### src/rtl/mem_port_arbiter.sv
// Single-port RAM arbiter shared by instruction fetch (IF) and load/store (LS).
// One access at a time: ISSUE (1 cycle) -> WAIT (RD_LAT cycles) -> RESP (1 cycle).
// LS has priority. A saturating starvation counter forces an IF win after
// MAX_STARVE consecutive losses while IF was requesting.
//
// Handshake: a requester raises *_req_i and holds it, with its address and data,
// until it sees *_gnt_o. *_gnt_o is a one-cycle pulse in the cycle the access is
// driven onto the RAM. *_rvalid_o is a one-cycle pulse exactly RD_LAT+1 cycles
// later, with *_rdata_o valid. For stores, ls_rdata_o is 0. Requester inputs are
// only looked at in the arbitration cycle (IDLE or RESP). A request withdrawn
// before its grant is simply forgotten.
module mem_port_arbiter #(
  parameter int AW         = 32,
  parameter int DW         = 32,
  parameter int RD_LAT     = 1,
  parameter int MAX_STARVE = 4
) (
  input  logic          clk,
  input  logic          reset,
  input  logic          if_req_i,
  input  logic [AW-1:0] if_addr_i,
  output logic          if_gnt_o,
  output logic          if_rvalid_o,
  output logic [DW-1:0] if_rdata_o,
  input  logic          ls_req_i,
  input  logic          ls_we_i,
  input  logic [AW-1:0] ls_addr_i,
  input  logic [DW-1:0] ls_wdata_i,
  output logic          ls_gnt_o,
  output logic          ls_rvalid_o,
  output logic [DW-1:0] ls_rdata_o,
  output logic          ram_we_o,
  output logic [AW-1:0] ram_addr_o,
  output logic [DW-1:0] ram_data_o,
  input  logic [DW-1:0] ram_data_i,
  output logic          busy_o,
  output logic [1:0]    dbg_state_o,
  output logic [3:0]    dbg_starve_o
);

  typedef enum logic [1:0] {
    S_IDLE  = 2'd0,
    S_ISSUE = 2'd1,
    S_WAIT  = 2'd2,
    S_RESP  = 2'd3
  } state_t;

  localparam logic [2:0] WAIT_LAST = 3'(RD_LAT - 1);
  localparam logic [3:0] STARVE_MAX = 4'(MAX_STARVE);

  state_t        r_state;
  logic [2:0]    r_wait_cnt;
  logic [3:0]    r_starve_cnt;
  logic          r_owner_ls;
  logic          r_owner_store;
  logic          r_if_gnt;
  logic          r_ls_gnt;
  logic          r_if_rvalid;
  logic          r_ls_rvalid;
  logic [DW-1:0] r_if_rdata;
  logic [DW-1:0] r_ls_rdata;
  logic          r_ram_we;
  logic [AW-1:0] r_ram_addr;
  logic [DW-1:0] r_ram_data;

  logic          w_any_req;
  logic          w_if_forced;
  logic          w_ls_win;
  logic          w_if_win;
  logic          w_ls_store;
  logic [3:0]    w_starve_nxt;

  // Arbitration decision and next starvation count, used only in IDLE/RESP.
  always_comb begin
    w_any_req    = if_req_i | ls_req_i;
    w_if_forced  = if_req_i & (r_starve_cnt == STARVE_MAX);
    w_ls_win     = ls_req_i & ~w_if_forced;
    w_if_win     = if_req_i & ~w_ls_win;
    w_ls_store   = w_ls_win & ls_we_i;
    w_starve_nxt = 4'd0;
    if (if_req_i && !w_if_win) begin
      w_starve_nxt = (r_starve_cnt == STARVE_MAX) ? r_starve_cnt : r_starve_cnt + 4'd1;
    end
  end

  // Access sequencer: arbitration, RAM drive, latency count and response capture.
  always_ff @(posedge clk or negedge reset) begin
    if (!reset) begin
      r_state       <= S_IDLE;
      r_wait_cnt    <= 3'd0;
      r_starve_cnt  <= 4'd0;
      r_owner_ls    <= 1'b0;
      r_owner_store <= 1'b0;
      r_if_gnt      <= 1'b0;
      r_ls_gnt      <= 1'b0;
      r_if_rvalid   <= 1'b0;
      r_ls_rvalid   <= 1'b0;
      r_if_rdata    <= '0;
      r_ls_rdata    <= '0;
      r_ram_we      <= 1'b0;
      r_ram_addr    <= '0;
      r_ram_data    <= '0;
    end else begin
      // Pulses last one cycle unless re-asserted below.
      r_if_gnt    <= 1'b0;
      r_ls_gnt    <= 1'b0;
      r_if_rvalid <= 1'b0;
      r_ls_rvalid <= 1'b0;
      r_ram_we    <= 1'b0;
      case (r_state)
        S_IDLE, S_RESP: begin
          r_starve_cnt <= w_starve_nxt;
          if (w_any_req) begin
            r_state       <= S_ISSUE;
            r_owner_ls    <= w_ls_win;
            r_owner_store <= w_ls_store;
            r_if_gnt      <= w_if_win;
            r_ls_gnt      <= w_ls_win;
            r_ram_we      <= w_ls_store;
            r_ram_addr    <= w_ls_win ? ls_addr_i : if_addr_i;
            r_ram_data    <= w_ls_store ? ls_wdata_i : '0;
          end else begin
            r_state <= S_IDLE;
          end
        end
        S_ISSUE: begin
          r_state    <= S_WAIT;
          r_wait_cnt <= 3'd0;
          r_ram_data <= '0;
        end
        S_WAIT: begin
          if (r_wait_cnt == WAIT_LAST) begin
            r_state <= S_RESP;
            if (r_owner_ls) begin
              r_ls_rdata  <= r_owner_store ? '0 : ram_data_i;
              r_ls_rvalid <= 1'b1;
            end else begin
              r_if_rdata  <= ram_data_i;
              r_if_rvalid <= 1'b1;
            end
          end else begin
            r_wait_cnt <= r_wait_cnt + 3'd1;
          end
        end
        default: r_state <= S_IDLE;
      endcase
    end
  end

  assign if_gnt_o     = r_if_gnt;
  assign ls_gnt_o     = r_ls_gnt;
  assign if_rvalid_o  = r_if_rvalid;
  assign ls_rvalid_o  = r_ls_rvalid;
  assign if_rdata_o   = r_if_rdata;
  assign ls_rdata_o   = r_ls_rdata;
  assign ram_we_o     = r_ram_we;
  assign ram_addr_o   = r_ram_addr;
  assign ram_data_o   = r_ram_data;
  assign busy_o       = (r_state != S_IDLE);
  assign dbg_state_o  = r_state;
  assign dbg_starve_o = r_starve_cnt;

endmodule

### config.mk
export PLATFORM = sky130hd
export DESIGN_NAME = mem_port_arbiter
export DESIGN_NICKNAME = d
export VERILOG_FILES = /design/src/rtl/mem_port_arbiter.sv
export SDC_FILE = /design/constraint.sdc
export NUM_CORES = 1
export LEC_CHECK = 0
export CORE_ASPECT_RATIO = 2
export CORE_UTILIZATION = 30
export CTS_CLUSTER_DIAMETER = 120
export DETAILED_ROUTE_END_ITERATION = 12
export GPL_ROUTABILITY_DRIVEN = 0
export PLACE_DENSITY = 0.58
export SYNTH_ARGS = -nofsm -noshare
export SYNTH_HDL_FRONTEND = slang
export SYNTH_SLANG_ARGS = --single-unit
### constraint.sdc
create_clock -name clk -period 4.4 [get_ports clk]
set_input_delay 0.66 -clock clk [delete_from_list [all_inputs] [get_ports clk]]
set_output_delay 0.66 -clock clk [all_outputs]
set_load 0.02 [all_outputs]
==> Word-level counts from Yosys, hierarchy flattened <==
Cells that the tools add are included.
{ "totals": {"regBits": 144, "word_cells": 70} }
{ "classes": {"n_addsub": 2, "reduce_logical": 14, "n_eq_ne": 8, "bitwise_logic": 8, "mux": 24} }
{ "op_table": {"columns": ["cell", "n"], "rows": [
  ["$mux 32", 4],
  ["$pmux 32 s2", 1],
  ["$mux 1", 13],
  ["$mux 4", 2],
  ["$ne 2x2->1 const B", 4],
  ["$reduce_and 2->1", 4],
  ["$pmux 2 s3", 1],
  ["$pmux 3 s2", 1],
  ["$reduce_and 3->1", 2],
  ["$reduce_bool 2->1", 3],
  ["$add 4x1->4 const B", 1],
  ["$and 1x1->1", 4],
  ["$eq 2x2->1 const B", 2],
  ["$eq 4x3->1 const B", 1],
  ["$add 3x1->3 const B", 1],
  ["$logic_not 3->1", 1],
  ["$mux 3", 1],
  ["$not 1->1", 3],
  ["$eq 2x1->1 const B", 1],
  ["$logic_not 2->1", 1],
  ["$mux 2", 1],
  ["$reduce_or 2->1", 1],
  ["$logic_and 1x1->1", 1],
  ["$logic_not 1->1", 1],
  ["$or 1x1->1", 1]
]} }

==> Longest topological paths before layout <==
Gate-level depths: netlist of run 1.
{ "logic_depth": {"word_depth": 10, "depth_mapped": 8, "depth_no_buf": 5} }

==> Least setup slack after synthesis of run 1 <==
OpenSTA, ideal clock, no wires.
{ "synth_path": {"kind": "register to register", "from": "reg r_state[0], in the netlist dbg_state_o[0]", "to": "reg r_ram_data[10], in the netlist ram_data_o[10]", "stages_incl_launch_ff": 9, "synth_period_minus_slack_ps": 1861, "path_slack_ps": 2539, "arrival_ps": 1740, "cell_sequence": "dfrtp_1 -> inv_1 -> ha_1 -> clkbuf_1 -> nor2_1 -> and4_4 -> buf_6 -> buf_6 -> a22o_1"} }
{ "synth_via": {"elab_chain_cells": 4} }
{ "synth_lines": {"columns": ["element", "line", "text"], "rows": [
  ["start: declaration", "51", "state_t r_state;"],
  ["start signal: assignment", "89", "r_state <= S_IDLE;"],
  ["start signal: assignment", "114", "r_state <= S_ISSUE;"],
  ["start signal: assignment", "123", "r_state <= S_IDLE;"],
  ["$eq 2x2->1 / $logic_not 2->1 (equally long branches)", "110", "case (r_state)"],
  ["$reduce_or 2->1", "110", null],
  ["$ne 2x2->1 (no line) / $reduce_bool 2->1 (equally long branches)", null, null],
  ["$reduce_and 2->1 (no line)", null, null],
  ["end signal: assignment", "121", "r_ram_data <= w_ls_store ? ls_wdata_i : '0;"],
  ["end: declaration", "64", "logic [DW-1:0] r_ram_data;"]
]} }
Several ways; a longest one is shown, not always the timed one.
A chain may end at the register's enable or synchronous reset.

==> Final worst setup path of run 1 <==
{ "layout_path": {"from": "reg r_state[0], in the netlist dbg_state_o[0]", "to": "reg r_if_rdata[9], in the netlist if_rdata_o[9]"} }
{ "layout_via": {"elab_chain_cells": 2} }
{ "layout_lines": {"columns": ["element", "line", "text"], "rows": [
  ["$eq 2x2->1", "110", null],
  ["$reduce_and 3->1 (no line)", null, null],
  ["end signal: assignment", "138", "r_if_rdata <= ram_data_i;"],
  ["end: declaration", "60", "logic [DW-1:0] r_if_rdata;"]
]} }
Every way passes these cells.

==> run summary, run 1 <==
overall routing resource usage -> 0.185
H-tree depth -> 4
HPWL after detailed placement -> 14,100 um
hold buffers post-CTS -> 0
die area -> 21,100 um2
clk sinks -> 144
Critical Path AT -> 2810 ps
commonest non-fill, non-tap cell in the layout -> clkdlybuf4s50_1
Ports -> 273
Pre-antenna DRT Iters -> 4
Die Span Y -> 205 um
Fin Setup TNS -> 0 ps
Critical Path RT -> 4690 ps
first-pass GRT wire length -> 29,100 um
CP endpoint kind -> register
fin crit share -> 0.574
Final setup viols -> 0
Peak VDD IR -> 0.376 mV
Starting Density -> 0.307
Final Core Density -> 0.482
Post-Syn Area per Cell -> 12.1 um2
yosys warns -> 0
Worst-Margin Slew -> 1090 ps
CTS-repair resized insts -> 0
maxcap violations -> 0
die width -> 103 um
sequential cell area fraction in the yosys report -> 0.586
Worst-Skew Late Latency -> 410 ps
Cell variety after synth -> 33
Post-Synthesis Cells -> 507
largest net degree at the start of global routing -> 113
area delta synth->final -> 56.8%
worst-path fanout max -> 17
WL final -> 19,300 um
final worst path period need -> 2520 ps
pwr/cell area -> 793 nW/um2
DRT iter0 DRCs -> 137
core area -> 20,000 um2
Final Hold Viols -> 0
syn nets -> 647
Vias -> 5,076
fill count -> 1,793
EDFF count, synth -> 0
synthesized flop and latch total -> 144
ys flop type -> dfrtp_1
most frequent cells in the layout -> 271 x clkdlybuf4s50_1, 144 x dfrtp_1, 68 x o21ai_0
HP Class -> input pin to asynchronous set/reset pin
Final Slew Violations -> 0
Clock Tree Buf Depth -> 2
largest stage delay on the critical path -> 580 ps
fmax -> 396 MHz
final net count -> 904
Post-synth ARST share -> 1.00
postcts setup bufs -> 0
Slew HR -> 0.270
Slowest cell on crit path -> nor2b_4
layout cells sized above 1 -> 0.103
TritonCTS clock tree -> done
cts bufs inserted -> 17
CP Cell Sequence -> inv_1 -> ha_1 -> and3b_1 -> nor2b_4 -> buf_4 -> mux2_4
status -> complete, no violations
row cnt -> 73
drt drc -> 0
skew final -> 10.7 ps
RSZ-0062 raised after global routing -> false
kind of critical path -> register to register
Startpoint Class -> register
GRT overflow -> 0
Antenna Nets Post-Route -> 0
root buffer cell -> clkbuf_16
clk slew on worst S/H paths -> 60 ps
vias in the first global route -> 5,521
via/cell ratio -> 4.89
initial antenna violation count -> 1
leakage power total -> 0.00410 uW
I/O Buffers -> 272
Syn Std Cell Area -> 6150 um2
DR WL/cell -> 18.5 um
[kinds of logic (layout without fill, tap and decap cells)]
logic type,after synthesis,in the layout,share of synthesized area
and+or+nand+nor,93,93,0.0810
adders and majority gates,7,7,0.0142
muxes,36,36,0.0830
DFF,144,144,0.586
AOI/OAI and AO/OA,175,175,0.192
other,0,1,0
buffers and inverters,52,321,0.0435
[flip-flops by register name (all words and copies together), names as in the netlist, 2 cells and up]
signal	flops
dbg_state_o	2
if_rdata_o	32
ram_addr_o	32
dbg_starve_o	4
ls_rdata_o	32
r_wait_cnt	3
ram_data_o	32
[report_power, final]
group	internal (uW)	leakage, uW	switching, uW
sequential	1930	0.00179	380
combinational	1960	0.00203	1930
clock	897	0.000284	552
[synth_stat cells, drive strengths merged (2+ instances only)]
cell,n,area (um2)
a22o,34,298
a31oi,32,200
ha,7,87.6
nand2,38,143
mux2,33,480
nand4b,2,32.5
buf,19,144
inv,9,33.8
a2bb2oi,33,289
o21ai,72,360
nand3,3,15.0
mux2i,3,30.0
clkbuf,24,90.1
nor2,6,22.5
nand2b,36,225
dfrtp,144,3600
[critical path, delay by kind of cell (launching register included)]
kind	cells	cell delay, ps
simple gates	2	820
buf+inv	2	540
flops	1	420
mux	1	330
fa+ha+maj	1	260
[routing by layer]
metal	routed length [um]	part of all wire	up-vias	global-route usage
li1	-	-	2343	-
met1	6620	0.34	2486	0.182
met2	10800	0.56	199	0.339
met3	802	0.042	48	0.0331
met4	1090	0.057	0	0.128
met5	0	0	-	0
[final cells by class]
cell class / count / area, um2 / area share
clock inverter: 12 / 143 / 0.0148
antenna: 1 / 2.50 / 0.000260
multi-input combinational: 311 / 2300 / 0.238
sequential: 144 / 3600 / 0.374
tap: 262 / 328 / 0.0340
timing repair buffer: 281 / 2790 / 0.289
clock buffer: 19 / 443 / 0.0459
inverter: 9 / 33.8 / 0.00350
[worst paths after layout]
| kind | startpoint | cells past startpoint | endpoint | slack (ps) |
|---|---|---|---|---|
| worst max-delay path | dbg_state_o[0]$_DFFE_PN0P_ | 6 | if_rdata_o[9]$_DFFE_PN0P_ | 1880 |
| worst min-delay path | reset | 1 | ram_addr_o[7]$_DFFE_PN0P_ | 310 |
| worst max register to register | dbg_state_o[0]$_DFFE_PN0P_ | 6 | if_rdata_o[9]$_DFFE_PN0P_ | 1880 |
| worst min register to register | ls_rdata_o[24]$_DFFE_PN0P_ | 2 | ls_rdata_o[24]$_DFFE_PN0P_ | 480 |
| max in group asynchronous | reset | 2 | if_rdata_o[23]$_DFFE_PN0P_ | 3020 |
| min in group clk | ls_rdata_o[24]$_DFFE_PN0P_ | 2 | ls_rdata_o[24]$_DFFE_PN0P_ | 480 |
[per-stage QoR]
stage | cells | instance area, um2 | hold WS [ps] | power, uW | worst slack (ps)
finish | 1039 | 9640 | 310 | 7650 | 1880
global route | 1039 | 9640 | 461 | 8080 | 1740
CTS | 1038 | 9640 | 431 | 7750 | 1870
detailed placement | 1007 | 9050 | 469 | 6260 | 1580
global placement | 1007 | 9050 | 466 | 6160 | 1670
floorplan | 507 | 6150 | 364 | 4500 | 2540
No activity file was read; power rests on OpenSTA's default activity.
==> run 2, diff against run 1 <==
--- a/config.mk
+++ b/config.mk
@@ -10,7 +10,7 @@
 export CTS_CLUSTER_DIAMETER = 120
 export DETAILED_ROUTE_END_ITERATION = 12
 export GPL_ROUTABILITY_DRIVEN = 0
-export PLACE_DENSITY = 0.58
+export PLACE_DENSITY = 0.6
 export SYNTH_ARGS = -nofsm -noshare
 export SYNTH_HDL_FRONTEND = slang
 export SYNTH_SLANG_ARGS = --single-unit
==> constraint.sdc (replaced) <==
create_clock -name clk -period 2.1 [get_ports clk]
set_input_delay 0.315 -clock clk [delete_from_list [all_inputs] [get_ports clk]]
set_output_delay 0.315 -clock clk [all_outputs]
set_load 0.02 [all_outputs]
==> run 2 against run 1 <==
Net effect: register-to-register slack got worse by 1600 ps; final cell count increased by 1.2%; utilization increased by 1.2 points; non-clock buffer count increased by 12; sequential share of layout area decreased by 0.94 points; first-iteration DRC count decreased by 14%; worst setup slack got worse by 1700 ps; wire length increased by 1.5%; clock power increased by 140%; final area increased by 2.6%; highest routed layer unchanged.
==> run summary, run 2 (synthesis gave the netlist of run 1 again) <==
Peak VDD IR -> 0.698 mV (+86%)
cts bufs inserted -> 17 (unchanged)
Final Core Density -> 0.495 (+0.0124)
largest stage delay on the critical path -> 700 ps (+120 ps)
Final setup viols -> 0 (unchanged)
final net count -> 916 (+1.3%)
dpl cells -> 1,018 (+1.1%)
area of the multi-input gates -> 2300 um2 (unchanged)
pwr/cell area -> 1690 nW/um2 (+110%)
Die Span Y -> 205 um (unchanged)
HPWL after detailed placement -> 14,400 um (+2.1%)
Starting Density -> 0.307 (unchanged)
layout cells sized above 1 -> 0.118 (+0.0148)
Critical Path AT -> 1600 ps (-1210 ps)
register area -> 3600 um2 (unchanged)
via/cell ratio -> 4.89 (about the same)
die width -> 103 um (unchanged)
skew final -> 7.80 ps (-2.94 ps)
Final Hold Viols -> 0 (unchanged)
fin crit share -> 0.913
Fin Setup TNS -> 0 ps (unchanged)
drt drc -> 0 (unchanged)
Buf/Inv on CP -> 1 (-1)
CP endpoint kind -> output port
Startpoint Class -> register
largest net degree at the start of global routing -> 66 (-42%)
DRT iter0 DRCs -> 118 (-14%)
Antenna diodes -> 0 (-1)
kind of critical path -> register to output port
status -> complete, no violations
GRT overflow -> 0 (unchanged)
overall routing resource usage -> 0.190 (+0.00509)
core area -> 20,000 um2 (unchanged)
initial antenna violation count -> 0 (-1)
FF-to-FF path depth -> 5 (-1)
Final Slew Violations -> 0 (unchanged)
DR WL/cell -> 18.6 um (+0.34%)
die area -> 21,100 um2 (unchanged)
area delta synth->final -> 60.8%
worst-path fanout max -> 7 (-10)
maxcap violations -> 0 (unchanged)
Clock Tree Buf Depth -> 2 (unchanged)
root buffer cell -> clkbuf_16
WL final -> 19,600 um (+1.5%)
first-pass GRT wire length -> 29,400 um (+1.3%)
row cnt -> 73 (unchanged)
RSZ-0062 raised after global routing -> false
most frequent cells in the layout -> 270 x clkdlybuf4s50_1, 144 x dfrtp_1, 68 x o21ai_0
Ports -> 273 (unchanged)
H-tree depth -> 4 (unchanged)
Antenna Nets Post-Route -> 0 (unchanged)
CP Cell Sequence -> clkdlybuf4s50_1
Slew HR -> 0.746 (+0.476)
I/O Buffers -> 272 (unchanged)
commonest non-fill, non-tap cell in the layout -> clkdlybuf4s50_1
TritonCTS clock tree -> done
RR Endpoint -> ram_data_o[4]$_DFFE_PN0P_
Non-Filler Instances -> 1,051 (+1.2%)
Slowest cell on crit path -> clkdlybuf4s50_1
fill count -> 1,824 (+1.7%)
R2R Setup Slk -> 260 ps (-1620 ps)
clk slew on worst S/H paths -> 60 ps (about the same)
vias in the first global route -> 5,489 (-0.58%)
Worst-Skew Late Latency -> 430 ps (+20 ps)
Pre-antenna DRT Iters -> 4 (unchanged)
leakage power total -> 0.00422 uW (+2.9%)
Vias -> 5,135 (+1.2%)
HP Class -> input pin to asynchronous set/reset pin
worst flop-to-flop path startpoint -> dbg_state_o[0]$_DFFE_PN0P_
Worst-Margin Slew -> 378 ps (-716 ps)
clk sinks -> 144 (unchanged)
final worst path period need -> 1920 ps
Critical Path RT -> 1780 ps (-2910 ps)
fmax -> 522 MHz
delay-heaviest family, CP -> buffers and inverters
[run 2: cell types whose count changed in the layout (fill, tap and decap cells not counted), sizes merged]
cell           previous run  this run
dlygate4sd3               0         1
bufinv                    3         5
inv                       9        11
clkdlybuf4s50           271       270
diode                     1         0
clkinv                    6         2
clkbuf                   19        20
buf                      10        21
dlygate4sd2               0         1
[run 2: cell type report]
cell class | count | share of cell area
clock inverters | 12 | 0.0206
inverters | 9 | 0.00342
well taps | 262 | 0.0331
clock buffers | 20 | 0.0472
flip-flops and latches | 144 | 0.364
repair buffers | 293 | 0.299
multi-input cells | 311 | 0.232
[run 2: worst register-to-register path: cells and delay by family, from the launching register on]
family | cells | cell delay, ps
flops | 1 | 400
simple gates | 2 | 700
fa+ha+maj | 1 | 370
buf+inv | 1 | 80
compound gates | 1 | 230
[run 2: how the worst max path moves through the flow]
stage / startpoint / endpoint / slack, ps / cells past startpoint
6_report: dbg_starve_o[2]$_DFFE_PN0P_ / dbg_starve_o[2] / 180 / 1
4_1_cts: dbg_starve_o[2]$_DFFE_PN0P_ / dbg_starve_o[2] / 140 / 1
5_1_grt: dbg_starve_o[2]$_DFFE_PN0P_ / dbg_starve_o[2] / 100 / 1
3_3_place_gp: if_req_i / ram_data_o[24]$_DFFE_PN0P_ / 280 / 4
3_5_place_dp: if_req_i / ram_data_o[6]$_DFFE_PN0P_ / 250 / 4
2_1_floorplan: dbg_state_o[0]$_DFFE_PN0P_ / ram_data_o[10]$_DFFE_PN0P_ / 240 / 8
[run 2: per-stage QoR]
step	setup WS [ps]	cell area, um2	total power (uW)	hold slack, ps
after floorplan	239	6150	9430	19.4
after global placement	276	9210	13200	234
after detailed placement	252	9210	13400	235
after CTS	140	9890	17000	339
after global routing	105	9890	17600	362
final	184	9890	16700	342
[run 2: metal layers]
metal / share of wire / wire length, um / GRT usage
met1: 0.34 / 6660 / 0.184
met2: 0.56 / 11000 / 0.349
met3: 0.046 / 893 / 0.0471
met4: 0.053 / 1040 / 0.119
met5: 0 / 0 / 0
[run 2: what timing repair did]
action / 4_1_cts / 5_1_grt
setup endpoints to repair: 1 / 0
hold endpoints to repair: 32 / 0
setup buffers: 0 / 0
gates resized for setup: 1 / 0
hold buffers: 1 / 0
[run 2: where the power goes]
part | internal, uW | switching [uW]
registers | 4050 | 738
logic | 4330 | 4190
clock network | 2210 | 1220
total | 10600 | 6150
